**config.mk**
```make
export PLATFORM = sky130hd
export DESIGN_NAME = hilo_muldiv_ctrl
export DESIGN_NICKNAME = d
export VERILOG_FILES = /design/src/rtl/hilo_pkg.sv /design/src/rtl/hilo_sign_fix.sv /design/src/rtl/hilo_muldiv_ctrl.sv
export SDC_FILE = /design/constraint.sdc
export NUM_CORES = 1
export LEC_CHECK = 0
export BUFFER_PORTS_ARGS = -buffer_cell sky130_fd_sc_hd__buf_2
export CORE_UTILIZATION = 25
export CTS_CLUSTER_SIZE = 8
export DETAILED_ROUTE_END_ITERATION = 16
export GPL_ROUTABILITY_DRIVEN = 1
export MAX_ROUTING_LAYER = met4
export PLACE_DENSITY = 0.43
export SLEW_MARGIN = 5
export SYNTH_ARGS = -nofsm -noshare
export SYNTH_HDL_FRONTEND = slang
export SYNTH_SLANG_ARGS = --single-unit
```
**constraint.sdc**
```tcl
create_clock -name clk -period 4.6 [get_ports clk]
set_input_delay 0 -clock clk [delete_from_list [all_inputs] [get_ports clk]]
set_output_delay 0 -clock clk [all_outputs]
set_load 0.1 [all_outputs]
```
**src/rtl/hilo_pkg.sv**
```systemverilog
// Shared types and helpers for the HI/LO multiply/divide sequencer.
package hilo_pkg;

  typedef enum logic [2:0] {
    OP_MULT  = 3'd0,
    OP_MULTU = 3'd1,
    OP_DIV   = 3'd2,
    OP_DIVU  = 3'd3,
    OP_MTHI  = 3'd4,
    OP_MTLO  = 3'd5,
    OP_MFHI  = 3'd6,
    OP_MFLO  = 3'd7
  } hilo_op_t;

  typedef enum logic [1:0] {
    S_IDLE     = 2'd0,
    S_MUL_WAIT = 2'd1,
    S_DIV_WAIT = 2'd2,
    S_DRAIN    = 2'd3
  } hilo_state_t;

  function automatic logic is_muldiv(input hilo_op_t op);
    return (op[2] == 1'b0);
  endfunction

  function automatic logic is_signed_op(input hilo_op_t op);
    return (op == OP_MULT) || (op == OP_DIV);
  endfunction

  function automatic logic [31:0] negate_if32(input logic [31:0] v, input logic neg);
    return neg ? (~v + 32'd1) : v;
  endfunction

endpackage

```
**src/rtl/hilo_sign_fix.sv**
```systemverilog
// Turns unsigned unit results back into signed HI/LO values using the
// sign flags latched at launch.
module hilo_sign_fix
  import hilo_pkg::*;
(
  input  logic        i_res_sign,
  input  logic        i_rem_sign,
  input  logic [63:0] i_prod_mag,
  input  logic [31:0] i_quot_mag,
  input  logic [31:0] i_rem_mag,
  output logic [63:0] o_prod,
  output logic [31:0] o_quot,
  output logic [31:0] o_rem
);

  assign o_prod = i_res_sign ? (~i_prod_mag + 64'd1) : i_prod_mag;
  assign o_quot = negate_if32(i_quot_mag, i_res_sign);
  assign o_rem  = negate_if32(i_rem_mag, i_rem_sign);

endmodule

```
**src/rtl/hilo_muldiv_ctrl.sv**
```systemverilog
// HI/LO owner in EX: launches the iterative mul/div units on magnitudes,
// stalls on HI/LO hazards and commits sign-corrected results.
module hilo_muldiv_ctrl
  import hilo_pkg::*;
#(
  parameter bit DIV0_COMMIT = 1'b0
) (
  input  logic        clk,
  input  logic        rst,
  input  logic        op_valid,
  input  logic [2:0]  op,
  input  logic [31:0] src_a,
  input  logic [31:0] src_b,
  input  logic        flush,
  output logic        stall,
  output logic        busy,
  output logic [31:0] mf_data,
  output logic [31:0] hi,
  output logic [31:0] lo,
  output logic        mul_start,
  output logic [31:0] mul_a,
  output logic [31:0] mul_b,
  input  logic        mul_done,
  input  logic [63:0] mul_res,
  output logic        div_start,
  output logic [31:0] div_dividend,
  output logic [31:0] div_divisor,
  input  logic        div_done,
  input  logic [31:0] div_quotient,
  input  logic [31:0] div_remainder
);

  hilo_state_t r_state;
  logic [31:0] r_hi;
  logic [31:0] r_lo;
  logic [31:0] r_a;
  logic [31:0] r_b;
  logic        r_res_sign;
  logic        r_rem_sign;
  logic        r_mul_start;
  logic        r_div_start;

  hilo_op_t    w_op;
  logic        w_live;
  logic        w_is_md;
  logic        w_is_mul;
  logic        w_a_neg;
  logic        w_b_neg;
  logic        w_div0;
  logic        w_launch;
  logic        w_unit_wait;
  logic        w_mt_ok;
  logic [63:0] w_prod;
  logic [31:0] w_quot;
  logic [31:0] w_rem;

  assign w_op        = hilo_op_t'(op);
  assign w_live      = op_valid & ~flush;
  assign w_is_md     = is_muldiv(w_op);
  assign w_is_mul    = (w_op == OP_MULT) || (w_op == OP_MULTU);
  assign w_a_neg     = is_signed_op(w_op) & src_a[31];
  assign w_b_neg     = is_signed_op(w_op) & src_b[31];
  assign w_div0      = ((w_op == OP_DIV) || (w_op == OP_DIVU)) && (src_b == 32'd0);
  assign w_launch    = w_live && (r_state == S_IDLE) && w_is_md &&
                       !(w_div0 && (DIV0_COMMIT == 1'b0));
  assign w_unit_wait = (r_state == S_MUL_WAIT) || (r_state == S_DIV_WAIT);
  // HI/LO are stable in DRAIN, so moves to/from them may proceed there.
  assign w_mt_ok     = w_live && ((r_state == S_IDLE) || (r_state == S_DRAIN));

  assign stall        = w_live & (w_unit_wait | ((r_state == S_DRAIN) & w_is_md));
  assign busy         = (r_state != S_IDLE);
  assign mf_data      = (w_op == OP_MFHI) ? r_hi : r_lo;
  assign hi           = r_hi;
  assign lo           = r_lo;
  assign mul_start    = r_mul_start;
  assign mul_a        = r_a;
  assign mul_b        = r_b;
  assign div_start    = r_div_start;
  assign div_dividend = r_a;
  assign div_divisor  = r_b;

  hilo_sign_fix u_sign_fix (
    .i_res_sign (r_res_sign),
    .i_rem_sign (r_rem_sign),
    .i_prod_mag (mul_res),
    .i_quot_mag (div_quotient),
    .i_rem_mag  (div_remainder),
    .o_prod     (w_prod),
    .o_quot     (w_quot),
    .o_rem      (w_rem)
  );

  // Sequencer FSM, operand/sign latches and HI/LO architectural state.
  always_ff @(posedge clk) begin
    if (rst) begin
      r_state     <= S_IDLE;
      r_hi        <= 32'd0;
      r_lo        <= 32'd0;
      r_a         <= 32'd0;
      r_b         <= 32'd0;
      r_res_sign  <= 1'b0;
      r_rem_sign  <= 1'b0;
      r_mul_start <= 1'b0;
      r_div_start <= 1'b0;
    end else begin
      r_mul_start <= 1'b0;
      r_div_start <= 1'b0;
      case (r_state)
        S_IDLE: begin
          if (w_launch) begin
            r_a        <= negate_if32(src_a, w_a_neg);
            r_b        <= negate_if32(src_b, w_b_neg);
            r_res_sign <= w_a_neg ^ w_b_neg;
            r_rem_sign <= w_a_neg;
            if (w_is_mul) begin
              r_mul_start <= 1'b1;
              r_state     <= S_MUL_WAIT;
            end else begin
              r_div_start <= 1'b1;
              r_state     <= S_DIV_WAIT;
            end
          end
        end
        // A done coinciding with flush is discarded without needing DRAIN.
        S_MUL_WAIT: begin
          if (flush) begin
            r_state <= mul_done ? S_IDLE : S_DRAIN;
          end else if (mul_done) begin
            {r_hi, r_lo} <= w_prod;
            r_state      <= S_IDLE;
          end
        end
        S_DIV_WAIT: begin
          if (flush) begin
            r_state <= div_done ? S_IDLE : S_DRAIN;
          end else if (div_done) begin
            r_lo    <= w_quot;
            r_hi    <= w_rem;
            r_state <= S_IDLE;
          end
        end
        S_DRAIN: begin
          if (mul_done || div_done) begin
            r_state <= S_IDLE;
          end
        end
        default: r_state <= S_IDLE;
      endcase
      if (w_mt_ok && (w_op == OP_MTHI)) begin
        r_hi <= src_a;
      end
      if (w_mt_ok && (w_op == OP_MTLO)) begin
        r_lo <= src_a;
      end
    end
  end

endmodule
```
## Word-level counts from Yosys, hierarchy flattened

Index checks and enable logic that the tools add are counted.

- Add/sub/neg operators: 5
- Eq/ne operators: 21
- Multiplexer cells: 30
- Bitwise operators: 16
- Reductions and logical operators: 25

Operators by type and width:

| operator | count |
|---|---|
| two-way mux 32 bit | 15 |
| adder 32 x 1 -> 32 bit (second input constant) | 4 |
| inverter 32 bit | 4 |
| one-hot mux 32 bit (2 select lines) | 2 |
| adder 64 x 1 -> 64 bit (second input constant) | 1 |
| two-way mux 64 bit | 1 |
| inverter 64 bit | 1 |
| zero test 32 bit | 1 |
| != test 3 x 2 -> 1 bit (second input constant) | 8 |
| two-way mux 2 bit | 9 |
| AND reduction 5 bit | 2 |
| == test 3 bit (second input constant) | 3 |
| one-hot mux 2 bit (4 select lines) | 1 |
| logical AND 1 bit | 7 |
| == test 3 x 2 -> 1 bit (second input constant) | 2 |
| logical OR 1 bit | 6 |
| != test 3 bit (second input constant) | 2 |
| nonzero test 3 bit | 2 |
| AND 1 bit | 5 |
| == test 2 bit (second input constant) | 2 |
| inverter 1 bit | 4 |
| AND reduction 4 bit | 1 |
| == test 3 x 1 -> 1 bit (second input constant) | 1 |
| zero test 3 bit | 1 |
| other kinds (11) | 12 |

- Flip-flop bits (word level): 134
- Bits of input ports: 201
- Output and inout bits: 228
- Logic and storage cells: 106

## Depth between registers and ports, before layout

Gate-level depths: netlist of the first run.

- Word-level depth: 7
- Depth in mapped cells: 10
- Depth with buffers taken out: 8

## By module

A second synthesis of the first run with hierarchy kept.

- Cells, all modules: 1388
- Area, all modules: 11135.7 µm²

By module, submodules not included:

| module | times used | cells each | area an instance (µm²) | sequential area each (µm²) |
|---|---|---|---|---|
| hilo_muldiv_ctrl | 1 | 967 | 8225.4 | 2682.6 |
| hilo_sign_fix | 1 | 421 | 2910.3 | 0.0 |

## Least setup slack after synthesis of the first run

No wires, ideal clock.

- Path type: reg2out
- From: reg r_state[0]
- To: out stall
- Arrival: 3.011 ns
- Required time: 4.600 ns
- Slack: 1.589 ns
- Cell stages (with the launch flop): 5
- Path buffers: 0
- Cells stage by stage: dfxtp_1 > inv_1 > ha_1 > a21oi_1 > nor3b_1

- Longest elaborated chain between the ends: 4
- Elaborated cells on any way between the ends: 7
- Those cells by class: 3 x eq/ne; 3 x bitwise; 1 x reduce/logical

RTL lines:

| item | RTL line | RTL |
|---|---|---|
| start, declared | hilo_muldiv_ctrl.sv:33 | `hilo_state_t r_state;` |
| start signal, assigned | hilo_muldiv_ctrl.sv:127 | `r_state <= mul_done ? S_IDLE : S_DRAIN;` |
| start signal, assigned | hilo_muldiv_ctrl.sv:135 | `r_state <= div_done ? S_IDLE : S_DRAIN;` |
| == test 2 bit, or another cell as far along | hilo_muldiv_ctrl.sv:70 | `assign stall = w_live & (w_unit_wait \| ((r_state == S_DRAIN) & w_is_md));` |
| AND 1 bit / logical OR 1 bit (equally long branches) | hilo_muldiv_ctrl.sv:70, hilo_muldiv_ctrl.sv:66 |  |
| OR 1 bit * | hilo_muldiv_ctrl.sv:70 |  |
| AND 1 bit * | hilo_muldiv_ctrl.sv:70 |  |
| end, declared | hilo_muldiv_ctrl.sv:15 | `output logic stall,` |

Mark *: on every way between the ends. The rest lies on a longest branch, timed or not.

## Worst setup path after layout of the first run

- From: reg r_state[0]
- To: reg r_lo[28], in the netlist lo[28]

- Longest elaborated chain between the ends: 6
- Elaborated cells on any way between the ends: 15
- Those cells by class: 7 x eq/ne; 2 x mux; 6 x reduce/logical

RTL lines:

| item | RTL line | RTL |
|---|---|---|
| == test 2 bit / zero test 2 bit (equally long branches) | hilo_muldiv_ctrl.sv:68 | `assign w_mt_ok = w_live && ((r_state == S_IDLE) \|\| (r_state == S_DRAIN));` |
| logical OR 1 bit | hilo_muldiv_ctrl.sv:68 |  |
| logical AND 1 bit | hilo_muldiv_ctrl.sv:68 |  |
| logical AND 1 bit | hilo_muldiv_ctrl.sv:152 | `if (w_mt_ok && (w_op == OP_MTLO)) begin` |
| != test 3 x 2 -> 1 bit (no source line) / nonzero test 3 bit (equally long branches) | n/a |  |
| AND reduction 5 bit (no source line) | n/a |  |
| end signal, assigned | hilo_muldiv_ctrl.sv:129 | `{r_hi, r_lo} <= w_prod;` |
| end signal, assigned | hilo_muldiv_ctrl.sv:137 | `r_lo <= w_quot;` |
| end signal, assigned | hilo_muldiv_ctrl.sv:153 | `r_lo <= src_a;` |
| end, declared | hilo_muldiv_ctrl.sv:35 | `logic [31:0] r_lo;` |

Several ways; a longest one is shown, not always the timed one.
A chain may end at the register's enable or synchronous reset.

==> impl_summary.txt, run 1 <==
----------------------------------------------------
[Route]
  Final antenna-violating net count ... 0
  Detailed Routing Iterations Pass 1 ... 6
  Overall via count from detail_route ... 14043
  Initial DRC Count ... 1627
  Final wirelength ... 63000 µm
  Per-cell routed wire length ... 24.9 µm
  Ratio of routed vias to standard cells ... between 5 and 6
  Number of DRC violations after detailed routing ... 0

[CTS]
  Clock insertion delay at the later pin of the skew report ... between 400 and 500 ps
  Clock Path Buffers ... 2
  Hold buffer count at cts ... between 100 and 150
  Maximum level of the CTS H-tree ... 4
  Clock tree from TritonCTS ... built
  Count of clock tree sinks ... 134
  # Post-CTS Setup Buffers ... 0
  Post-CTS Resized ... 0
  Root buffer selected by CTS ... clkbuf_16
  Clock transition time at the flip-flop clock pins of the worst setup and hold paths ... 70 ps
  Total clock buffers created by CTS ... 17

[Logic synthesis]
  Syn avg cell area ... 7.46 µm²
  Cell taking the most area after synthesis ... dfxtp_1
  Top cell type's share of synthesized area ... a little under a quarter
  Number of warnings printed during yosys synthesis ... 0
  Number of unique standard cell types used by synthesis ... 72
  Cells taking the most area after synthesis ... dfxtp_1, nor2_1, xnor2_1
  Number of flops mapped to enable cells by yosys ... 0
  Primary flip-flop cell chosen by synthesis mapping ... dfxtp_1
  Synth async-reset ratio ... 0%
  Net count of the mapped netlist ... 1725
  Mapped Cells ... 1514
  Synthesis-stage register bit count ... 134
  Post-synth design cell area ... 11300 µm²
  Sequential-to-total area share from yosys stat ... 23.7%

[Job]
  Max Cap Violations ... 0

[Worst setup path]
  Cell family contributing the most delay on the critical path ... simple AND/OR/NAND/NOR gates
  Worst EP arrival ... 4150 ps
  Capturing point of the worst reg2reg path ... lo[28]$_SDFFE_PP0P_
  Setup crit end kind ... flop
  Cell chain of the critical path ... inv_1, ha_1, nand2b_1, or4_1, nand2_1, nor2_1, or4b_1, a21oi_1, dlygate4sd3_1
  Startpoint type of the worst setup path ... flop
  Largest fanout on the critical path ... 13
  Worst EP required ... ~5000 ps
  Number of cells traversed by the worst register-to-register path ... 9
  FF-to-FF Start ... r_state[0]$_SDFFE_PP0P_
  Crit Path Class ... flop to flop
  Crit path buf inv count ... 2
  Worst path depth ... 9
  Slowest cell on the critical path ... or4_1
  Delay of the slowest cell on the worst path ... 850 ps
  Minimum setup slack among reg-to-reg paths ... around 840 ps

[Min path]
  Start point of the worst hold path ... src_a[31]
  Type of the worst min-delay path ... input pin to flop
  Cells on Worst Hold Path ... 3
  Hold Path End ... div_dividend[31]$_SDFFE_PP0P_

[Floorplanning]
  I/O pin total ... 429
  Horizontal die dimension ... ~210 µm
  Rows ... 77
  Die area ... roughly 46000 µm²
  Area inside the core boundary ... 44400 µm²
  Initial standard-cell utilization of the core ... 25.4%
  Die outline height ... about 210 µm

[STA]
  Setup-failing EPs final ... 0
  Least-Margin Pin Slew ... 1120 ps
  Fraction of the cycle the final worst path needs ... between 80% and 90%
  Setup TNS after final layout ... 0 ps
  Fmax ... 266 MHz
  Slew Viols, Final ... 0
  Headroom to the max-slew limit ... 25.1%
  Final hold violation count ... 0
  Final critical-path required period ... about 3800 ps
  Worst setup margin ... 841 ps
  Final Skew ... between 10 and 15 ps
  Setup repair after global routing missed its margin ... no

[GRT]
  Global Route met1 Usage ... 36.5%
  GR Util All Layers ... 27.6%
  Pin count of the biggest net entering global routing ... 98
  Met2 demand-to-capacity share in global routing ... a little over two fifths
  Number of global-route vias before repair ... 13376
  Initial antenna violation count ... 1
  Global-route layer with the greatest usage ... met2
  Global-route wire length before repair ... 92000 µm
  Overall overflow remaining after global route ... 0
  Grt met3 use ... 3.60%

[Layout]
  Fraction of layout cells with a size suffix above 1 ... 28.6%
  Synth-to-layout area growth ... 34.3%
  Count of nets after finishing ... 2138

[Placement]
  Final weighted congestion in routability-driven placement ... 0.934
  Detail Placement HPWL ... 49200 µm
  Post-Place Setup Slack ... 1460 ps
  Total of buffers placed on input and output ports ... between 400 and 500

[Power]
  Power density normalized to cell area ... 660 nW/µm²
  Worst-case vdd ir drop ... about 0.00058 V
  Leak Pwr ... 6.16 nW

[Outcome]
  Result of the run ... completed

----------------------------------------------------
## power breakdown
| group | switching [mW] | leakage [nW] | internal [mW] | total [mW] |
|---|---|---|---|---|
| logic | 5.32 | 4.77 | 1.35 | 6.68 |
| clock network | 0.590 | 0.292 | 0.839 | 1.43 |
| registers | 0.423 | 1.10 | 1.47 | 1.90 |
## cells by family (layout without fill, tap and decap cells)
logic type      after synthesis  count (layout)  share of synthesized area, %
compound gates              425             425                          26.0
xor+xnor                    117             117                          9.07
fa+ha+maj                    10              10                          1.11
buf+inv                     195             620                          8.70
flops                       134             134                          23.7
mux                          58              58                          6.26
other cells                   0               1                             0
simple gates                575             575                          25.2
## cell usage in the layout, fill, tap and decap left out, drive strengths merged, types with 16 or more instances in the layout
cell / n
xor2: 48
buf: 458
o21ai: 65
o31ai: 29
mux2: 41
or3: 35
clkbuf: 20
nand4: 19
and3: 16
a31oi: 28
nor3: 62
dfxtp: 134
o41ai: 28
dlygate4sd3: 102
nor4: 41
or4: 27
nand3: 33
nor2: 179
xnor2: 69
nand2: 112
inv: 27
a21oi: 86
a211oi: 68
## registers in the layout, indices dropped and copies added, names as in the netlist
register,count
div_dividend,32
div_divisor,32
div_start,1
hi,32
lo,32
mul_start,1
r_rem_sign,1
r_res_sign,1
r_state,2
## worst min-delay path, stage by stage
cell and delay [ps]:
buf_2 220, nand3_1 130, a21oi_1 60
## cells in the mapped netlist (all sizes together) (9+ instances only)
library cell,n
xor2,48
a21oi,86
mux2i,11
o41ai,28
nand4,19
and3,16
o31ai,29
mux2,41
o21ai,65
o211ai,10
a31oi,28
nor3,62
nor2,179
clkbuf,91
dfxtp,134
inv,27
o311ai,9
nor4,41
buf,75
o221ai,14
ha,10
a211oi,68
or4,27
a221oi,9
nand3,33
o22ai,13
nand2,112
xnor2,69
nand2b,13
or3,35
## metrics by stage
stage | instances | util [%] | power [mW] | area (µm²) | hold slack [ps]
global route | 2532 | 34.2 | 10.4 | 15200 | 29.0
CTS | 2531 | 34.2 | 10.0 | 15200 | 1.27
finish | 2532 | 34.2 | 10.0 | 15200 | 23.5
detailed placement | 2398 | 30.5 | 8.42 | 13600 | 307
global placement | 2398 | 30.5 | 8.40 | 13600 | 302
floorplan | 1514 | - | 6.84 | 11300 | 136
## worst max path at each step
stage	from	to	slack [ps]
after floorplan	r_state[0]$_SDFFE_PP0P_	stall	1590
after CTS	r_state[0]$_SDFFE_PP0P_	lo[16]$_SDFFE_PP0P_	900
after detailed placement	mul_res[4]	hi[1]$_SDFFE_PP0P_	1460
final	r_state[0]$_SDFFE_PP0P_	lo[28]$_SDFFE_PP0P_	840
after global placement	mul_res[4]	hi[1]$_SDFFE_PP0P_	1480
after global routing	src_b[4]	div_divisor[28]$_SDFFE_PP0P_	610
## cell type report
type	instances	area [µm²]
Tap cell	592	741
Timing Repair Buffer	560	3390
Antenna cell	1	2.50
Clock inverter	11	126
Multi-Input combinational cell	1185	7650
Sequential cell	134	2680
Inverter	29	109
Fill cell	4824	29200
Clock buffer	20	467
## metal layers
metal | share of wire, % | vias up
met5 | 0 | -
met4 | 3.1 | 0
met3 | 6.8 | 95
met2 | 45 | 740
met1 | 45 | 6717
li1 | - | 6491
No activity file was read; power rests on OpenSTA's default activity.
==> inputs of run 2 (changes only) <==
--- a/config.mk
+++ b/config.mk
@@ -11,7 +11,7 @@
 export DETAILED_ROUTE_END_ITERATION = 16
 export GPL_ROUTABILITY_DRIVEN = 1
 export MAX_ROUTING_LAYER = met4
-export PLACE_DENSITY = 0.43
+export PLACE_DENSITY = 0.45
 export SLEW_MARGIN = 5
 export SYNTH_ARGS = -nofsm -noshare
 export SYNTH_HDL_FRONTEND = slang
==> constraint.sdc (replaced) <==
create_clock -name clk -period 3.2 [get_ports clk]
set_input_delay 0 -clock clk [delete_from_list [all_inputs] [get_ports clk]]
set_output_delay 0 -clock clk [all_outputs]
set_load 0.1 [all_outputs]
==> impl_summary.txt, run 2 (same netlist as run 1, synthesis figures left out) <==
----------------------------------------------------
[Power]
  Power density normalized to cell area ... roughly 940 nW/µm²
  Overall power after layout ... 14.7 mW
  Leak Pwr ... about 6.3 nW
  Worst-case vdd ir drop ... 0.000666 V

[Min path]
  Type of the worst min-delay path ... input pin to flop
  Start point of the worst hold path ... src_a[16]

[Worst setup path]
  Cell chain of the critical path ... dlygate4sd3_1, buf_2, or4_1, or4_1, or4_4, nor2_1, a31oi_1, dlygate4sd3_1, o21ai_0
  Startpoint type of the worst setup path ... input pin
  Setup crit end kind ... flop
  Worst EP arrival ... 3440 ps
  Slowest cell on the critical path ... or4_4
  Largest fanout on the critical path ... 5
  Worst EP required ... 3570 ps
  Crit path buf inv count ... 3
  Delay of the slowest cell on the worst path ... around 600 ps
  Cell family contributing the most delay on the critical path ... simple AND/OR/NAND/NOR gates
  FF-to-FF Start ... r_state[0]$_SDFFE_PP0P_
  Crit Path Class ... input pin to flop
  Source of the critical timing path ... mul_res[38]
  Minimum setup slack among reg-to-reg paths ... 140 ps

[STA]
  Fraction of the cycle the final worst path needs ... ~96%
  Setup repair after global routing missed its margin ... no
  Slew Viols, Final ... 0
  Headroom to the max-slew limit ... 33.4%
  Least-Margin Pin Slew ... 996 ps
  Final hold violation count ... 0
  Final critical-path required period ... 3070 ps
  Final Skew ... 12.8 ps
  Setup TNS after final layout ... 0 ps
  Fmax ... 326 MHz
  Setup-failing EPs final ... 0
  Worst hold slack after final layout ... 24.2 ps

[CTS]
  Clock tree from TritonCTS ... built
  Total clock buffers created by CTS ... 17
  Clock transition time at the flip-flop clock pins of the worst setup and hold paths ... approximately 70 ps
  Clock Path Buffers ... 2
  Clock insertion delay at the later pin of the skew report ... 450 ps
  Count of clock tree sinks ... 134
  Maximum level of the CTS H-tree ... 4
  Root buffer selected by CTS ... clkbuf_16

[Outcome]
  Result of the run ... completed

[Layout]
  Most frequent cells in the layout ... buf_2, nor2_1, dfxtp_1
  Multi-input combinational cell area ... 7680 µm²
  Fraction of layout cells with a size suffix above 1 ... between 30% and 40%
  Filler Cell Count ... about 4800
  Synth-to-layout area growth ... 37.8%
  Number of standard cells in the final layout excluding fillers ... 2569
  Fraction of the core area covered by cells at the end of the flow ... between 30% and 40%
  Count of nets after finishing ... 2174
  Leading cell type in the layout, fill and taps excluded ... buf_2
  Storage cell area ... 2680 µm²

[Route]
  Detailed Routing Iterations Pass 1 ... 5
  Overall via count from detail_route ... 14197
  Final antenna-violating net count ... 0
  Number of DRC violations after detailed routing ... 0
  Ratio of routed vias to standard cells ... 5.53
  Final wirelength ... 63500 µm
  Per-cell routed wire length ... 24.7 µm
  Initial DRC Count ... 1264

[GRT]
  Initial antenna violation count ... 0
  Global-route wire length before repair ... 91000 µm
  Grt met3 use ... 3.57%
  GR Util All Layers ... 27.5%
  Pin count of the biggest net entering global routing ... 92
  Overall overflow remaining after global route ... 0
  Global-route layer with the greatest usage ... met2
  Global Route met1 Usage ... 36.5%
  Met2 demand-to-capacity share in global routing ... 43.5%
  Number of global-route vias before repair ... between 10000 and 15000

[Floorplanning]
  Die area ... around 46000 µm²
  Area inside the core boundary ... around 44000 µm²
  Horizontal die dimension ... around 210 µm
  Initial standard-cell utilization of the core ... 25.4%
  I/O pin total ... 429
  Die outline height ... 215 µm
  Rows ... 77

[Placement]
  Total placed cells including tap cells ... 2430
  Total of buffers placed on input and output ports ... 428
  Final weighted congestion in routability-driven placement ... 0.993
  Detail Placement HPWL ... 50500 µm

[Job]
  Max Cap Violations ... 0

----------------------------------------------------
-- run 2: cell count changes in the layout (fill, tap and decap cells not counted), sizes merged --
| cell | previous run | this run |
|---|---|---|
| buf | 458 | 493 |
| bufinv | 2 | 4 |
| clkbuf | 20 | 19 |
| clkinv | 10 | 8 |
| clkinvlp | 1 | 3 |
| dlygate4sd3 | 102 | 103 |
-- run 2: path summary, 6_finish.rpt --
path	endpoint	depth (start not counted)
hold reg to reg	lo[1]$_SDFFE_PP0P_	2
setup reg to reg	hi[31]$_SDFFE_PP0P_	10
setup / recovery	hi[26]$_SDFFE_PP0P_	9
hold / removal	div_dividend[16]$_SDFFE_PP0P_	3
-- run 2: where the power goes --
part,total [mW],switching (mW),internal [mW]
Clock,2.18,0.860,1.32
Combinational,9.77,7.73,2.04
Sequential,2.71,0.587,2.12
Total,14.7,9.18,5.48
-- run 2: per-layer routing --
layer | vias up | wire length [µm]
li1 | 6579 | -
met1 | 6846 | 28600
met2 | 694 | 29100
met3 | 78 | 4010
met4 | 0 | 1670
met5 | - | 0
-- run 2: what timing repair did --
action | CTS | global route
hold buffers | 103 | 0
gates resized for setup | 0 | 13
buffers inserted | 0 | 3
setup endpoints to repair | 0 | 8
endpoints found under the hold margin | 101 | 0
-- run 2: through the flow --
stage                     worst slack [ps]  instance area, µm²
after floorplan                        189               11300
after global placement                 293               13800
after detailed placement               271               13800
after CTS                             26.9               15500
after global routing                  3.33               15600
final                                  131               15600
-- run 2: area by class of cell --
type,instances,share of cell area (%)
Inverter,29,0.699
Tap cell,592,4.76
Sequential cell,134,17.2
Clock buffer,19,2.85
Multi-Input combinational cell,1185,49.3
Timing Repair Buffer,596,23.9
Clock inverter,13,1.16
Antenna cell,1,0.0161
-- run 2: worst reg2reg max path, stage by stage, from the launching register on --
cell	delay, ps
dfxtp_1	380
inv_1	110
ha_2	340
nand2b_2	230
or4_1	510
buf_6	190
buf_6	180
nand3_1	110
a21oi_1	130
a31o_2	230
dlygate4sd3_1	550
